## config.mk

```make
export PLATFORM = sky130hd
export DESIGN_NAME = debug_cmd_rx_flat
export DESIGN_NICKNAME = d
export VERILOG_FILES = /design/src/rtl/debug_cmd_rx_if.sv /design/src/rtl/debug_cmd_rx.sv /design/src/flat_wrapper.sv
export SDC_FILE = /design/constraint.sdc
export NUM_CORES = 1
export LEC_CHECK = 0
export CORE_UTILIZATION = 50
export CTS_BUF_LIST = sky130_fd_sc_hd__clkbuf_16
export CTS_CLUSTER_SIZE = 40
export DETAILED_ROUTE_END_ITERATION = 16
export PLACE_DENSITY = 0.75
export REMOVE_ABC_BUFFERS = 1
export SETUP_SLACK_MARGIN = 0.1
export SYNTH_ARGS = -nofsm -noshare
export SYNTH_HDL_FRONTEND = slang
export SYNTH_SLANG_ARGS = --single-unit
```

## constraint.sdc

```tcl
create_clock -name i_clk -period 8.8 [get_ports i_clk]
set_input_delay 1.76 -clock i_clk [delete_from_list [all_inputs] [get_ports i_clk]]
set_output_delay 1.76 -clock i_clk [all_outputs]
set_load 0.02 [all_outputs]
```

## src/rtl/debug_cmd_rx_if.sv

```systemverilog
// Command handshake between the debug UART receiver and the CPU.
// The receiver drives the head frame and valid; the CPU answers with ready.
interface debug_cmd_rx_if;
  logic [7:0]  opcode;
  logic [15:0] data;
  logic        valid;
  logic        ready;

  modport master (output opcode, output data, output valid, input ready);
  modport slave  (input opcode, input data, input valid, output ready);
endinterface

```

## src/rtl/debug_cmd_rx.sv

```systemverilog
// Debug command receiver: 8N1 UART deserialiser, 5-byte frame parser
// (A5, OP, DHI, DLO, CS with CS = OP^DHI^DLO) and a first-word
// fall-through frame FIFO presented on a valid/ready handshake.
//
// RX FSM
//   state    | meaning
//   RX_IDLE  | line idle, waiting for a start bit (armed once line seen high)
//   RX_START | half-bit wait, start bit confirmed or rejected as a glitch
//   RX_DATA  | sampling 8 data bits, LSB first, one per bit period
//   RX_STOP  | sampling the stop bit; strobe the byte or flag a framing error
//
// Parser FSM
//   state    | meaning
//   P_SYNC   | hunting for the 0xA5 sync byte
//   P_OP     | next byte is the opcode
//   P_DHI    | next byte is the data high byte
//   P_DLO    | next byte is the data low byte
//   P_CSUM   | next byte is the checksum; push or drop the frame
module debug_cmd_rx #(
  parameter int CLKS_PER_BIT = 868,
  parameter int FIFO_DEPTH   = 4
) (
  input  logic             i_clk,
  input  logic             i_rst,
  input  logic             i_en,
  input  logic             i_rx,
  debug_cmd_rx_if.master   cmd,
  output logic             o_frame_err,
  output logic             o_csum_err,
  output logic             o_overflow
);

  localparam int CW = $clog2(CLKS_PER_BIT);
  localparam int AW = $clog2(FIFO_DEPTH);
  localparam logic [CW-1:0] BIT_LAST  = CW'(CLKS_PER_BIT - 1);
  localparam logic [CW-1:0] HALF_LAST = CW'(CLKS_PER_BIT / 2 - 1);
  localparam logic [7:0]    SYNC_BYTE = 8'hA5;

  typedef enum logic [1:0] {RX_IDLE, RX_START, RX_DATA, RX_STOP} rx_state_t;
  typedef enum logic [2:0] {P_SYNC, P_OP, P_DHI, P_DLO, P_CSUM} p_state_t;

  logic            rx_meta, rx_sync, rx_arm;
  rx_state_t       rx_state, rx_state_n;
  logic [CW-1:0]   rx_cnt, rx_cnt_n;
  logic [2:0]      rx_bit, rx_bit_n;
  logic [7:0]      rx_shift, rx_shift_n;
  logic            byte_stb, byte_stb_n, frame_err_n;

  p_state_t        p_state, p_state_n;
  logic [7:0]      p_op, p_dhi, p_dlo;
  logic            push_req, csum_bad;

  logic [23:0]     mem [FIFO_DEPTH];
  logic [AW:0]     wr_ptr, rd_ptr;
  logic [23:0]     last_head, head;
  logic            empty, full, push, pop;

  // Two-flop synchroniser for the asynchronous line, idle-high reset.
  always_ff @(posedge i_clk or posedge i_rst) begin
    if (i_rst) begin
      rx_meta <= 1'b1;
      rx_sync <= 1'b1;
    end else begin
      rx_meta <= i_rx;
      rx_sync <= rx_meta;
    end
  end

  // Arm start detection only after the line has been seen idle while enabled,
  // so re-enabling mid-byte waits for the next genuine falling edge.
  always_ff @(posedge i_clk or posedge i_rst) begin
    if (i_rst)        rx_arm <= 1'b0;
    else if (!i_en)   rx_arm <= 1'b0;
    else if (rx_sync) rx_arm <= 1'b1;
  end

  // RX state, bit timer, shifter and byte/framing-error strobes.
  always_ff @(posedge i_clk or posedge i_rst) begin
    if (i_rst) begin
      rx_state    <= RX_IDLE;
      rx_cnt      <= '0;
      rx_bit      <= '0;
      rx_shift    <= '0;
      byte_stb    <= 1'b0;
      o_frame_err <= 1'b0;
    end else begin
      rx_state    <= rx_state_n;
      rx_cnt      <= rx_cnt_n;
      rx_bit      <= rx_bit_n;
      rx_shift    <= rx_shift_n;
      byte_stb    <= byte_stb_n;
      o_frame_err <= frame_err_n;
    end
  end

  // RX next-state: down-counter terminal count marks each sample point.
  always_comb begin
    rx_state_n  = rx_state;
    rx_cnt_n    = rx_cnt;
    rx_bit_n    = rx_bit;
    rx_shift_n  = rx_shift;
    byte_stb_n  = 1'b0;
    frame_err_n = 1'b0;
    if (!i_en) begin
      rx_state_n = RX_IDLE;
    end else begin
      unique case (rx_state)
        RX_IDLE: begin
          if (rx_arm && !rx_sync) begin
            rx_state_n = RX_START;
            rx_cnt_n   = HALF_LAST;
          end
        end
        RX_START: begin
          if (rx_cnt == '0) begin
            if (!rx_sync) begin
              rx_state_n = RX_DATA;
              rx_cnt_n   = BIT_LAST;
              rx_bit_n   = '0;
            end else begin
              rx_state_n = RX_IDLE;
            end
          end else begin
            rx_cnt_n = rx_cnt - CW'(1);
          end
        end
        RX_DATA: begin
          if (rx_cnt == '0) begin
            rx_shift_n = {rx_sync, rx_shift[7:1]};
            rx_cnt_n   = BIT_LAST;
            if (rx_bit == 3'd7) rx_state_n = RX_STOP;
            else                rx_bit_n   = rx_bit + 3'd1;
          end else begin
            rx_cnt_n = rx_cnt - CW'(1);
          end
        end
        RX_STOP: begin
          if (rx_cnt == '0) begin
            if (rx_sync) byte_stb_n  = 1'b1;
            else         frame_err_n = 1'b1;
            rx_state_n = RX_IDLE;
          end else begin
            rx_cnt_n = rx_cnt - CW'(1);
          end
        end
        default: rx_state_n = RX_IDLE;
      endcase
    end
  end

  // Parser state, captured frame fields and registered error/overflow pulses.
  always_ff @(posedge i_clk or posedge i_rst) begin
    if (i_rst) begin
      p_state    <= P_SYNC;
      p_op       <= '0;
      p_dhi      <= '0;
      p_dlo      <= '0;
      o_csum_err <= 1'b0;
      o_overflow <= 1'b0;
    end else begin
      p_state    <= p_state_n;
      if (byte_stb && p_state == P_OP)  p_op  <= rx_shift;
      if (byte_stb && p_state == P_DHI) p_dhi <= rx_shift;
      if (byte_stb && p_state == P_DLO) p_dlo <= rx_shift;
      o_csum_err <= csum_bad;
      o_overflow <= push_req && full && !pop;
    end
  end

  // Parser next-state; a framing error or disable drops any partial frame.
  always_comb begin
    p_state_n = p_state;
    push_req  = 1'b0;
    csum_bad  = 1'b0;
    if (!i_en || o_frame_err) begin
      p_state_n = P_SYNC;
    end else if (byte_stb) begin
      unique case (p_state)
        P_SYNC: if (rx_shift == SYNC_BYTE) p_state_n = P_OP;
        P_OP:   p_state_n = P_DHI;
        P_DHI:  p_state_n = P_DLO;
        P_DLO:  p_state_n = P_CSUM;
        P_CSUM: begin
          if (rx_shift == (p_op ^ p_dhi ^ p_dlo)) push_req = 1'b1;
          else                                    csum_bad = 1'b1;
          p_state_n = P_SYNC;
        end
        default: p_state_n = P_SYNC;
      endcase
    end
  end

  assign empty = (wr_ptr == rd_ptr);
  assign full  = (wr_ptr[AW] != rd_ptr[AW]) && (wr_ptr[AW-1:0] == rd_ptr[AW-1:0]);
  assign pop   = !empty && cmd.ready;
  assign push  = push_req && (!full || pop);

  // FIFO storage; contents are only meaningful between the pointers.
  always_ff @(posedge i_clk) begin
    if (push) mem[wr_ptr[AW-1:0]] <= {p_op, p_dhi, p_dlo};
  end

  // FIFO pointers and the last popped frame shown while empty.
  always_ff @(posedge i_clk or posedge i_rst) begin
    if (i_rst) begin
      wr_ptr    <= '0;
      rd_ptr    <= '0;
      last_head <= '0;
    end else begin
      if (push) wr_ptr <= wr_ptr + (AW+1)'(1);
      if (pop) begin
        rd_ptr    <= rd_ptr + (AW+1)'(1);
        last_head <= mem[rd_ptr[AW-1:0]];
      end
    end
  end

  assign head       = empty ? last_head : mem[rd_ptr[AW-1:0]];
  assign cmd.valid  = !empty;
  assign cmd.opcode = head[23:16];
  assign cmd.data   = head[15:0];

endmodule

```

## src/flat_wrapper.sv

```systemverilog
// flat-port wrapper written by rule: the top's interface ports become plain ports
module debug_cmd_rx_flat 
#(
  parameter int CLKS_PER_BIT = 868,
  parameter int FIFO_DEPTH   = 4
)
  (i_clk, i_rst, i_en, i_rx, o_frame_err, o_csum_err, o_overflow, cmd_opcode, cmd_data, cmd_valid, cmd_ready);
  debug_cmd_rx_if cmd_i ();
  input  logic i_clk;
  input  logic i_rst;
  input  logic i_en;
  input  logic i_rx;
  output logic o_frame_err;
  output logic o_csum_err;
  output logic o_overflow;
  output wire logic [$bits(cmd_i.opcode)-1:0] cmd_opcode;
  output wire logic [$bits(cmd_i.data)-1:0] cmd_data;
  output wire logic [$bits(cmd_i.valid)-1:0] cmd_valid;
  input wire logic [$bits(cmd_i.ready)-1:0] cmd_ready;
  assign cmd_opcode = cmd_i.opcode;
  assign cmd_data = cmd_i.data;
  assign cmd_valid = cmd_i.valid;
  assign cmd_i.ready = cmd_ready;
  debug_cmd_rx #(.CLKS_PER_BIT(CLKS_PER_BIT), .FIFO_DEPTH(FIFO_DEPTH)) u_core (.i_clk(i_clk), .i_rst(i_rst), .i_en(i_en), .i_rx(i_rx), .cmd(cmd_i), .o_frame_err(o_frame_err), .o_csum_err(o_csum_err), .o_overflow(o_overflow));
endmodule
```

# [Yosys cells after proc, flatten, opt, wreduce, memory -nomap -nowiden]
# Memories as Yosys holds them, arrays and structs flattened.
# Index checks and enable logic that the tools add are counted.
[totals] output_inout_bits=28 inputBits=5 reg_bits=87 mem_bits_rw=96 memories=1
[mem_list] name="u_core.mem" depth=4 word_bits=24 read_ports=1 rd_ports_with_merged_regs=0 write_ports=1 line_no="debug_cmd_rx.sv:53" text="logic [23:0] mem [FIFO_DEPTH];"
[op_classes] addsub=4 bitwise=2 eq_ne=27 n_reduce_logical=26 muxes=44
[ops] operator="10-bit two-way mux" n=5
[ops] operator="10-bit case mux with 4 select lines" n=1
[ops] operator="24-bit two-way mux" n=1
[ops] operator="3-bit two-way mux" n=7
[ops] operator="1-bit two-way mux" n=20
[ops] operator="8-bit XOR" n=2
[ops] operator="3-bit by 2-bit inequality test with 1-bit output, second input constant" n=5
[ops] operator="2-bit two-way mux" n=7
[ops] operator="3-bit case mux with 4 select lines" n=1
[ops] operator="10-bit logical NOT" n=1
[ops] operator="10-bit by 1-bit subtractor with 10-bit output, second input constant" n=1
[ops] operator="3-bit by 1-bit adder with 3-bit output, second input constant" n=3
[ops] operator="1-bit logical AND" n=9
[ops] operator="8-bit equality test" n=1
[ops] operator="8-bit equality test, second input constant" n=1
[ops] operator="2-bit by 1-bit inequality test with 1-bit output, second input constant" n=4
[ops] operator="2-bit case mux with 4 select lines" n=1
[ops] operator="3-bit by 2-bit equality test with 1-bit output, second input constant" n=2
[ops] operator="3-bit equality test, second input constant" n=2
[ops] operator="2-bit inequality test, second input constant" n=3
[ops] operator="3-bit case mux with 2 select lines" n=1
[ops] operator="6-bit AND reduction" n=1
[ops] operator="1-bit logical NOT" n=5
[ops] operator="5-bit AND reduction" n=1
[ops] operator="15 further kinds" n=18

# [Logic depth before layout (Yosys ltp)]
# Gate-level depths: netlist of the first run.
[depth] word_depth=10 mapped_depth=10

# [Worst setup path before layout of the first run]
# Ideal clock, no wire load.
[synth_path] path_type="input to register" from="input port i_en" to="memory u_core.mem[0][0], enable pin" n_path_buf=1 path_slack_ns=4.963 arrival_time_ns=3.454 path_stages=5 setup_ns=0.383 path_cell_list="buf_2 > nand2b_1 > or4_1 > nor2_1 > and3_1"
[synth_between] elab_chain_cells=6
[synth_lines] element="from (decl)" line_no="flat_wrapper.sv:11" text="input logic i_en;"
[synth_lines] element="1-bit logical NOT"
[synth_lines] element="1-bit logical OR" line_no="debug_cmd_rx.sv:175" text="if (!i_en || o_frame_err) begin"
[synth_lines] element="1-bit two-way mux" line_no="debug_cmd_rx.sv:175"
[synth_lines] element="1-bit logical AND" line_no="debug_cmd_rx.sv:196" text="assign push = push_req && (!full || pop);"
[synth_lines] element="1-bit two-way mux" line_no="debug_cmd_rx.sv:200" text="if (push) mem[wr_ptr[AW-1:0]] <= {p_op, p_dhi, p_dlo};"
[synth_lines] element="1-bit two-way mux (implied by the code)" line_no="debug_cmd_rx.sv:200"
[synth_lines] element="to (decl)" line_no="debug_cmd_rx.sv:53"
# Every way passes these cells.

# [Worst setup path after layout of the first run]
[layout_path] from="register u_core.rd_ptr[1]" to="output port cmd_opcode[3]"
[layout_between] elab_chain_cells=2 word_cells_on_any_way=3
[layout_lines] element="from (decl)" line_no="debug_cmd_rx.sv:54" text="logic [AW:0] wr_ptr, rd_ptr;"
[layout_lines] element="from (signal assigned)" line_no="debug_cmd_rx.sv:212" text="rd_ptr <= rd_ptr + (AW+1)'(1);"
[layout_lines] element="memory read 4 x 24 bit / 3-bit equality test (equally long branches)"
[layout_lines] element="24-bit two-way mux *" line_no="debug_cmd_rx.sv:218" text="assign head = empty ? last_head : mem[rd_ptr[AW-1:0]];"
[layout_lines] element="to (decl)" line_no="flat_wrapper.sv:16" text="output wire logic [$bits(cmd_i.opcode)-1:0] cmd_opcode;"
# Mark *: on every way between the ends. The rest lies on a longest branch, timed or not.

==> flow_summary.json, run 1 <==
{
  "grt_use_total_pct": 18.0,
  "num_vias": 4022,
  "hold_violations": 0,
  "boundaryPins": 33,
  "cts_sinks": 183,
  "path_class": "reg -> out",
  "grt_setup_unrepaired": "false",
  "drtIter0Drc": 333,
  "cp.arrival_ps": 3220,
  "reg2reg_to": "u_core.last_head[12]",
  "die_area_um2": 16200,
  "yosysUniqueCellTypes": 53,
  "end_kind": "output port",
  "crit_chain": "xnor2_1 -> nand3b_1 -> buf_4 -> mux2_2 -> clkdlybuf4s50_1",
  "hold_path_class": "reg -> reg",
  "yosys.area.top_type": "edfxtp_1",
  "timing.fmax_ghz": 0.201,
  "total_power_w": 0.00233,
  "placed_cells": 707,
  "via_per_inst": 5.44,
  "route.detailed.drc": 0,
  "cp.required_ps": 7040,
  "tritoncts.num_buffers": 17,
  "overflow": 0,
  "grt_max_degree": 88,
  "fin_cells": 739,
  "netlist_instances": 485,
  "finalSetupViolCount": 0,
  "cp_max_fo": 27,
  "status": "finished, final reports clean",
  "drtPass1Iterations": 5,
  "first_global_vias": 4218,
  "numPortBuffers": 32,
  "avgSynthCellArea_um2": 16.2,
  "reg2reg_from": "u_core.rd_ptr[1]",
  "ys_seq_elements": 183,
  "yosys.area_share.simple_pct": 4.87,
  "grt_pass1_wl_um": 22100,
  "synth_top_cell_area_share_pct": 36.7,
  "cap_violations": 0,
  "cp-start-kind": "register",
  "fin_setup_tns_ps": 0,
  "cts_max_level": 4,
  "synth_top_family_by_area": "multiplexers",
  "hold_start": "u_core.rx_meta",
  "synth_compound_area_share_pct": 4.23,
  "async_reset_ff_share_pct": 47.5,
  "routedWlPerCell_um": 18.1,
  "gp_congestion": 0.841,
  "synthAdderAreaFrac_pct": 2.07,
  "regToRegSetupSlack_ps": 5480,
  "timing.final.crit_share_pct": 56.6,
  "dieWidth_um": 127,
  "cts_setup_buffers": 0,
  "cp.buffers_inverters": 2,
  "finClkSkew_ps": 9.77,
  "hold_end": "u_core.rx_sync",
  "cts.path.max_buffers": 2,
  "clock-root-buffer": "clkbuf_16",
  "fin_crit_ps": 4980,
  "core_um2": 15300,
  "reg2reg_depth": 5,
  "synth-edff-count": 96,
  "clock_latency_ps": 410,
  "tightest_slew_ps": 1240,
  "p_leak_nw": 3.19,
  "synth.area.mux_share_pct": 18.9,
  "slowest_delay_ps": 1150,
  "place_hpwl_um": 8580,
  "routed_wl_um": 13400,
  "crit_slowest_cell": "dfrtp_1",
  "synthXorXnorAreaFrac_pct": 3.45,
  "ys_top_cells_by_area": "edfxtp_1 (37%), dfrtp_1 (27%), mux2_2 (12%), mux4_2 (6.9%), xnor2_1 (2.4%)",
  "cts.repair.resized": 0,
  "synth_ff_type": "edfxtp_1",
  "slew_headroom_pct": 17.5,
  "synth_warnings": 0,
  "antenna_found_initial": 0,
  "rows": 45,
  "n_fill_cell": 1157,
  "ys_seq_area_share_pct": 64.4,
  "drtAntennaViolNets": 0,
  "worst_ir_drop_vdd_mv": 0.155,
  "initial_core_util_pct": 51.5,
  "cts_tree": "done",
  "die_h_um": 127,
  "slew_viol_final": 0,
  "cts_hold_buffers": 0,
  "clk_pin_slew_ps": 70,
  "power.density_nw_per_um2": 260,
  "diodes": 0,
  "drive_gt1_share_pct": 28.4,
  "crit_family": "flip-flops",
  "syn_to_final_growth_pct": 13.8,
  "min_path_cells": 0,
  "nNetsFinal": 533,
  "syn_area_um2": 7870
}
==> worst max path at each step <==
| stage | cells after the start | startpoint | endpoint | slack [ps] |
|---|---|---|---|---|
| 6_report | 5 | u_core.rd_ptr[1] | cmd_opcode[3] | 3820 |
| 2_1_floorplan | 3 | u_core.rd_ptr[0] | cmd_data[0] | 4240 |
| 5_1_grt | 5 | u_core.rd_ptr[1] | cmd_opcode[3] | 3600 |
| 4_1_cts | 5 | u_core.rd_ptr[1] | cmd_opcode[3] | 3760 |
| 3_5_place_dp | 5 | i_en | u_core.mem[1][15] | 3880 |
| 3_3_place_gp | 5 | i_en | u_core.mem[0][15] | 3930 |
==> layer usage <==
| metal | share of wire, % | up-vias | global-route usage (%) |
|---|---|---|---|
| li1 | - | 1898 | - |
| met1 | 45 | 2050 | 23.3 |
| met2 | 51 | 63 | 30.4 |
| met3 | 3.5 | 11 | 4.10 |
| met4 | 0.78 | 0 | 5.32 |
| met5 | 0 | - | 0 |
==> placed cells by master (no fill, tap or decap), types with 6 or more instances in the layout <==
cell,Yosys,layout
mux2_2,83,83
edfxtp_1,96,96
nand2_1,10,10
o21ai_0,7,7
inv_1,13,13
mux4_2,24,24
ha_1,13,13
clkbuf_16,0,17
o21ai_1,10,10
nor2_1,13,13
nor3_1,6,6
xnor2_1,22,22
a21oi_1,10,10
dfrtp_1,85,85
xor2_1,9,9
clkdlybuf4s50_1,0,32
==> state kept, by name, indices dropped and copies added, names as in the netlist, 2 cells and up <==
register and count:
u_core.p_dhi 8, u_core.p_dlo 8, u_core.rx_bit 3, u_core.p_state 3
u_core.last_head 24, u_core.mem 96, u_core.p_op 8, u_core.wr_ptr 3
u_core.rx_cnt 10, u_core.rx_state 2, u_core.rx_shift 8, u_core.rd_ptr 3
==> where the power goes <==
| part | internal [W] | total, W | switching [W] | leakage (nW) |
|---|---|---|---|---|
| Clock | 0.000424 | 0.000748 | 0.000323 | 0.283 |
| Sequential | 0.000948 | 0.00101 | 0.0000590 | 1.83 |
| Combinational | 0.000303 | 0.000574 | 0.000271 | 1.08 |
| Total | 0.00167 | 0.00233 | 0.000654 | 3.19 |
==> cell type report <==
cell class / count / area [um2] / area share (%)
multi-input cells: 265 / 2640 / 29.5
well taps: 211 / 264 / 2.95
clock inverters: 15 / 168 / 1.87
inverters: 13 / 50.0 / 0.559
clock buffers: 17 / 425 / 4.75
flip-flops and latches: 183 / 5060 / 56.5
repair buffers: 35 / 343 / 3.83
==> cell families (layout without fill, tap and decap cells) <==
| family | count (synthesis) | in the layout |
|---|---|---|
| DFF | 183 | 183 |
| adders and majority gates | 13 | 13 |
| xor gates and xnor gates | 31 | 31 |
| AOI/OAI and AO/OA | 48 | 48 |
| and+or+nand+nor | 65 | 65 |
| muxes | 108 | 108 |
| buffers and inverters | 37 | 80 |
==> cell usage after synthesis (3+ instances only) <==
master    number
a22o_1         4
o21ai_1       10
nand2_1       10
edfxtp_1      96
buf_1          3
nand3_1        3
nor3_1         6
buf_2          7
mux2_2        83
and3_1         5
xor2_1         9
clkbuf_1      12
mux4_2        24
o21ai_0        7
inv_1         13
a21oi_1       10
ha_1          13
or3_1          3
o31ai_1        3
xnor2_1       22
nor4_1         5
nor2_1        13
dfrtp_1       85
==> metrics by stage <==
stage | hold slack (ps) | area (um2) | utilization [%] | setup slack [ps]
3_5_place_dp | 349 | 8360 | 54.8 | 3880
4_1_cts | 358 | 8950 | 58.7 | 3760
5_1_grt | 358 | 8950 | 58.7 | 3600
6_report | 357 | 8950 | 58.7 | 3820
3_3_place_gp | 347 | 8360 | 54.8 | 3930
2_1_floorplan | 345 | 7750 | - | 4240
Note: power is estimated with default switching activity, not from simulation.
==> inputs of run 2 (changes only) <==
--- a/config.mk
+++ b/config.mk
@@ -9,7 +9,7 @@
 export CTS_BUF_LIST = sky130_fd_sc_hd__clkbuf_16
 export CTS_CLUSTER_SIZE = 40
 export DETAILED_ROUTE_END_ITERATION = 16
-export PLACE_DENSITY = 0.75
+export PLACE_DENSITY = 0.77
 export REMOVE_ABC_BUFFERS = 1
 export SETUP_SLACK_MARGIN = 0.1
 export SYNTH_ARGS = -nofsm -noshare
==> constraint.sdc (replaced) <==
create_clock -name i_clk -period 3.99 [get_ports i_clk]
set_input_delay 0.798 -clock i_clk [delete_from_list [all_inputs] [get_ports i_clk]]
set_output_delay 0.798 -clock i_clk [all_outputs]
set_load 0.02 [all_outputs]
==> run 2 against run 1 <==
Cell count grew 1.8%. Clock power grew 120%. First-iteration DRC count grew 2.1%. Total power grew 110%. Clock-buffer cell count grew 4. Critical path depth grew 1. Sequential power grew 110%. Via count grew 3.4%. Sequential share of layout area shrank 0.67 points. Worst hold slack gained 2.1 ps. Critical endpoint is now cmd_data[14].
==> flow_summary.json, run 2 (same netlist as run 1, synthesis figures left out) <==
{
  "drtIter0Drc": 340,
  "critPathCapture": "cmd_data[14]",
  "core_um2": 15300,
  "cp.arrival_ps": 2810,
  "reg2reg_depth": 7,
  "cp-startpoint": "u_core.rd_ptr[0]",
  "grt_use_total_pct": 19.3,
  "grt_max_degree": 36,
  "crit_slowest_cell": "clkdlybuf4s50_1",
  "cp_num_cells": 6,
  "initial_core_util_pct": 51.5,
  "cts_setup_buffers": 0,
  "cap_violations": 0,
  "grt_pass1_wl_um": 23400,
  "timing.fmax_ghz": 0.277,
  "slowest_delay_ps": 540,
  "layout_commonest_cell": "edfxtp_1",
  "numPortBuffers": 32,
  "cts.repair.resized": 0,
  "cp_max_fo": 21,
  "fin_crit_ps": 3610,
  "first_global_vias": 4459,
  "worst_ir_drop_vdd_mv": 0.310,
  "die_h_um": 127,
  "via_per_inst": 5.53,
  "end_kind": "output port",
  "slew_viol_final": 0,
  "reg2reg_to": "u_core.rx_cnt[2]",
  "grtUsageMet2_pct": 33.0,
  "hold_violations": 0,
  "gp_congestion": 0.848,
  "drtPass1Iterations": 4,
  "boundaryPins": 33,
  "finClkSkew_ps": 7.61,
  "tritoncts.num_buffers": 17,
  "finalSetupViolCount": 0,
  "dieWidth_um": 127,
  "fin_setup_tns_ps": 0,
  "dpl_cell_area_um2": 8460,
  "finish.instance_area_um2": 9060,
  "clk_pin_slew_ps": 70,
  "place_hpwl_um": 9000,
  "cts_max_level": 4,
  "cts_hold_buffers": 0,
  "drive_gt1_share_pct": 30.5,
  "hold_path_class": "reg -> reg",
  "p_leak_nw": 3.80,
  "routed_wl_um": 14000,
  "largest_register_ffs": 96,
  "clock-root-buffer": "clkbuf_16",
  "cts_sinks": 183,
  "diodes": 0,
  "n_fill_cell": 1133,
  "power.density_nw_per_um2": 544,
  "antenna_found_initial": 0,
  "cts.path.max_buffers": 2,
  "crit_family": "buffers and inverters",
  "cp_common_cell": "buf_4",
  "clock_latency_ps": 420,
  "path_class": "reg -> out",
  "grt_setup_unrepaired": "false",
  "slew_headroom_pct": 51.2,
  "route.detailed.drc": 0,
  "cp-start-kind": "register",
  "overflow": 0,
  "syn_to_final_growth_pct": 15.2,
  "reg2reg_from": "u_core.rx_cnt[0]",
  "crit_chain": "buf_4 -> xnor2_1 -> nand3b_1 -> buf_4 -> mux2_2 -> clkdlybuf4s50_1",
  "die_area_um2": 16200,
  "cts_tree": "done",
  "rows": 45,
  "tightest_slew_ps": 728,
  "cp.buffers_inverters": 3,
  "nNetsFinal": 546,
  "met1_usage_pct": 24.0,
  "setup_ws_ps": 382,
  "cp.required_ps": 3190,
  "regToRegSetupSlack_ps": 1240,
  "timing.final.crit_share_pct": 90.4,
  "busiest_layer": "met2",
  "num_vias": 4160,
  "grtUsageMet3_pct": 4.36,
  "layout_common_cells": "edfxtp_1 (96), dfrtp_1 (85), mux2_2 (83)",
  "routedWlPerCell_um": 18.6,
  "drtAntennaViolNets": 0,
  "pre_cts_slack_ps": 736,
  "total_power_w": 0.00493,
  "status": "finished, final reports clean"
}
[run 2: cell types whose count changed in the layout (fill, tap and decap cells not counted)]
cell | before | now
inv_1 | 13 | 12
buf_4 | 3 | 16
clkinv_1 | 1 | 0
bufinv_16 | 2 | 0
clkinvlp_4 | 3 | 0
inv_4 | 0 | 1
clkinv_8 | 1 | 0
clkinv_2 | 1 | 4
inv_2 | 0 | 1
clkbuf_16 | 17 | 21
inv_6 | 5 | 4
[run 2: layout make-up]
| class | instances | area, um2 | area share [%] |
|---|---|---|---|
| tap | 211 | 264 | 2.91 |
| sequential | 183 | 5060 | 55.9 |
| clock inverter | 11 | 77.6 | 0.856 |
| multi-input combinational | 265 | 2640 | 29.1 |
| inverter | 13 | 50.0 | 0.552 |
| clock buffer | 21 | 526 | 5.80 |
| timing repair buffer | 48 | 440 | 4.86 |
[run 2: per-layer routing]
layer / vias up / routed length [um]
li1: 1920 / -
met1: 2159 / 6040
met2: 70 / 7230
met3: 11 / 499
met4: 0 / 180
met5: - / 0
[run 2: how the worst min path moves through the flow]
stage          cells past startpoint      startpoint              to
6_report                           0  u_core.rx_meta  u_core.rx_sync
5_1_grt                            0  u_core.rx_meta  u_core.rx_sync
4_1_cts                            0  u_core.rx_meta  u_core.rx_sync
3_5_place_dp                       0  u_core.rx_meta  u_core.rx_sync
3_3_place_gp                       0  u_core.rx_meta  u_core.rx_sync
2_1_floorplan                      0  u_core.rx_meta  u_core.rx_sync
[run 2: through the flow]
stage	util (%)	hold slack (ps)	std cells
finish	59.4	359	752
global route	59.4	360	752
CTS	59.4	360	752
detailed placement	55.4	349	720
global placement	55.4	350	720
floorplan	-	345	461
[run 2: power breakdown]
| part | internal, W | leakage (nW) | switching (W) | total [W] |
|---|---|---|---|---|
| clock | 0.000952 | 0.306 | 0.000701 | 0.00165 |
| combinational | 0.000560 | 1.27 | 0.000570 | 0.00113 |
| sequential | 0.00208 | 2.23 | 0.0000684 | 0.00215 |
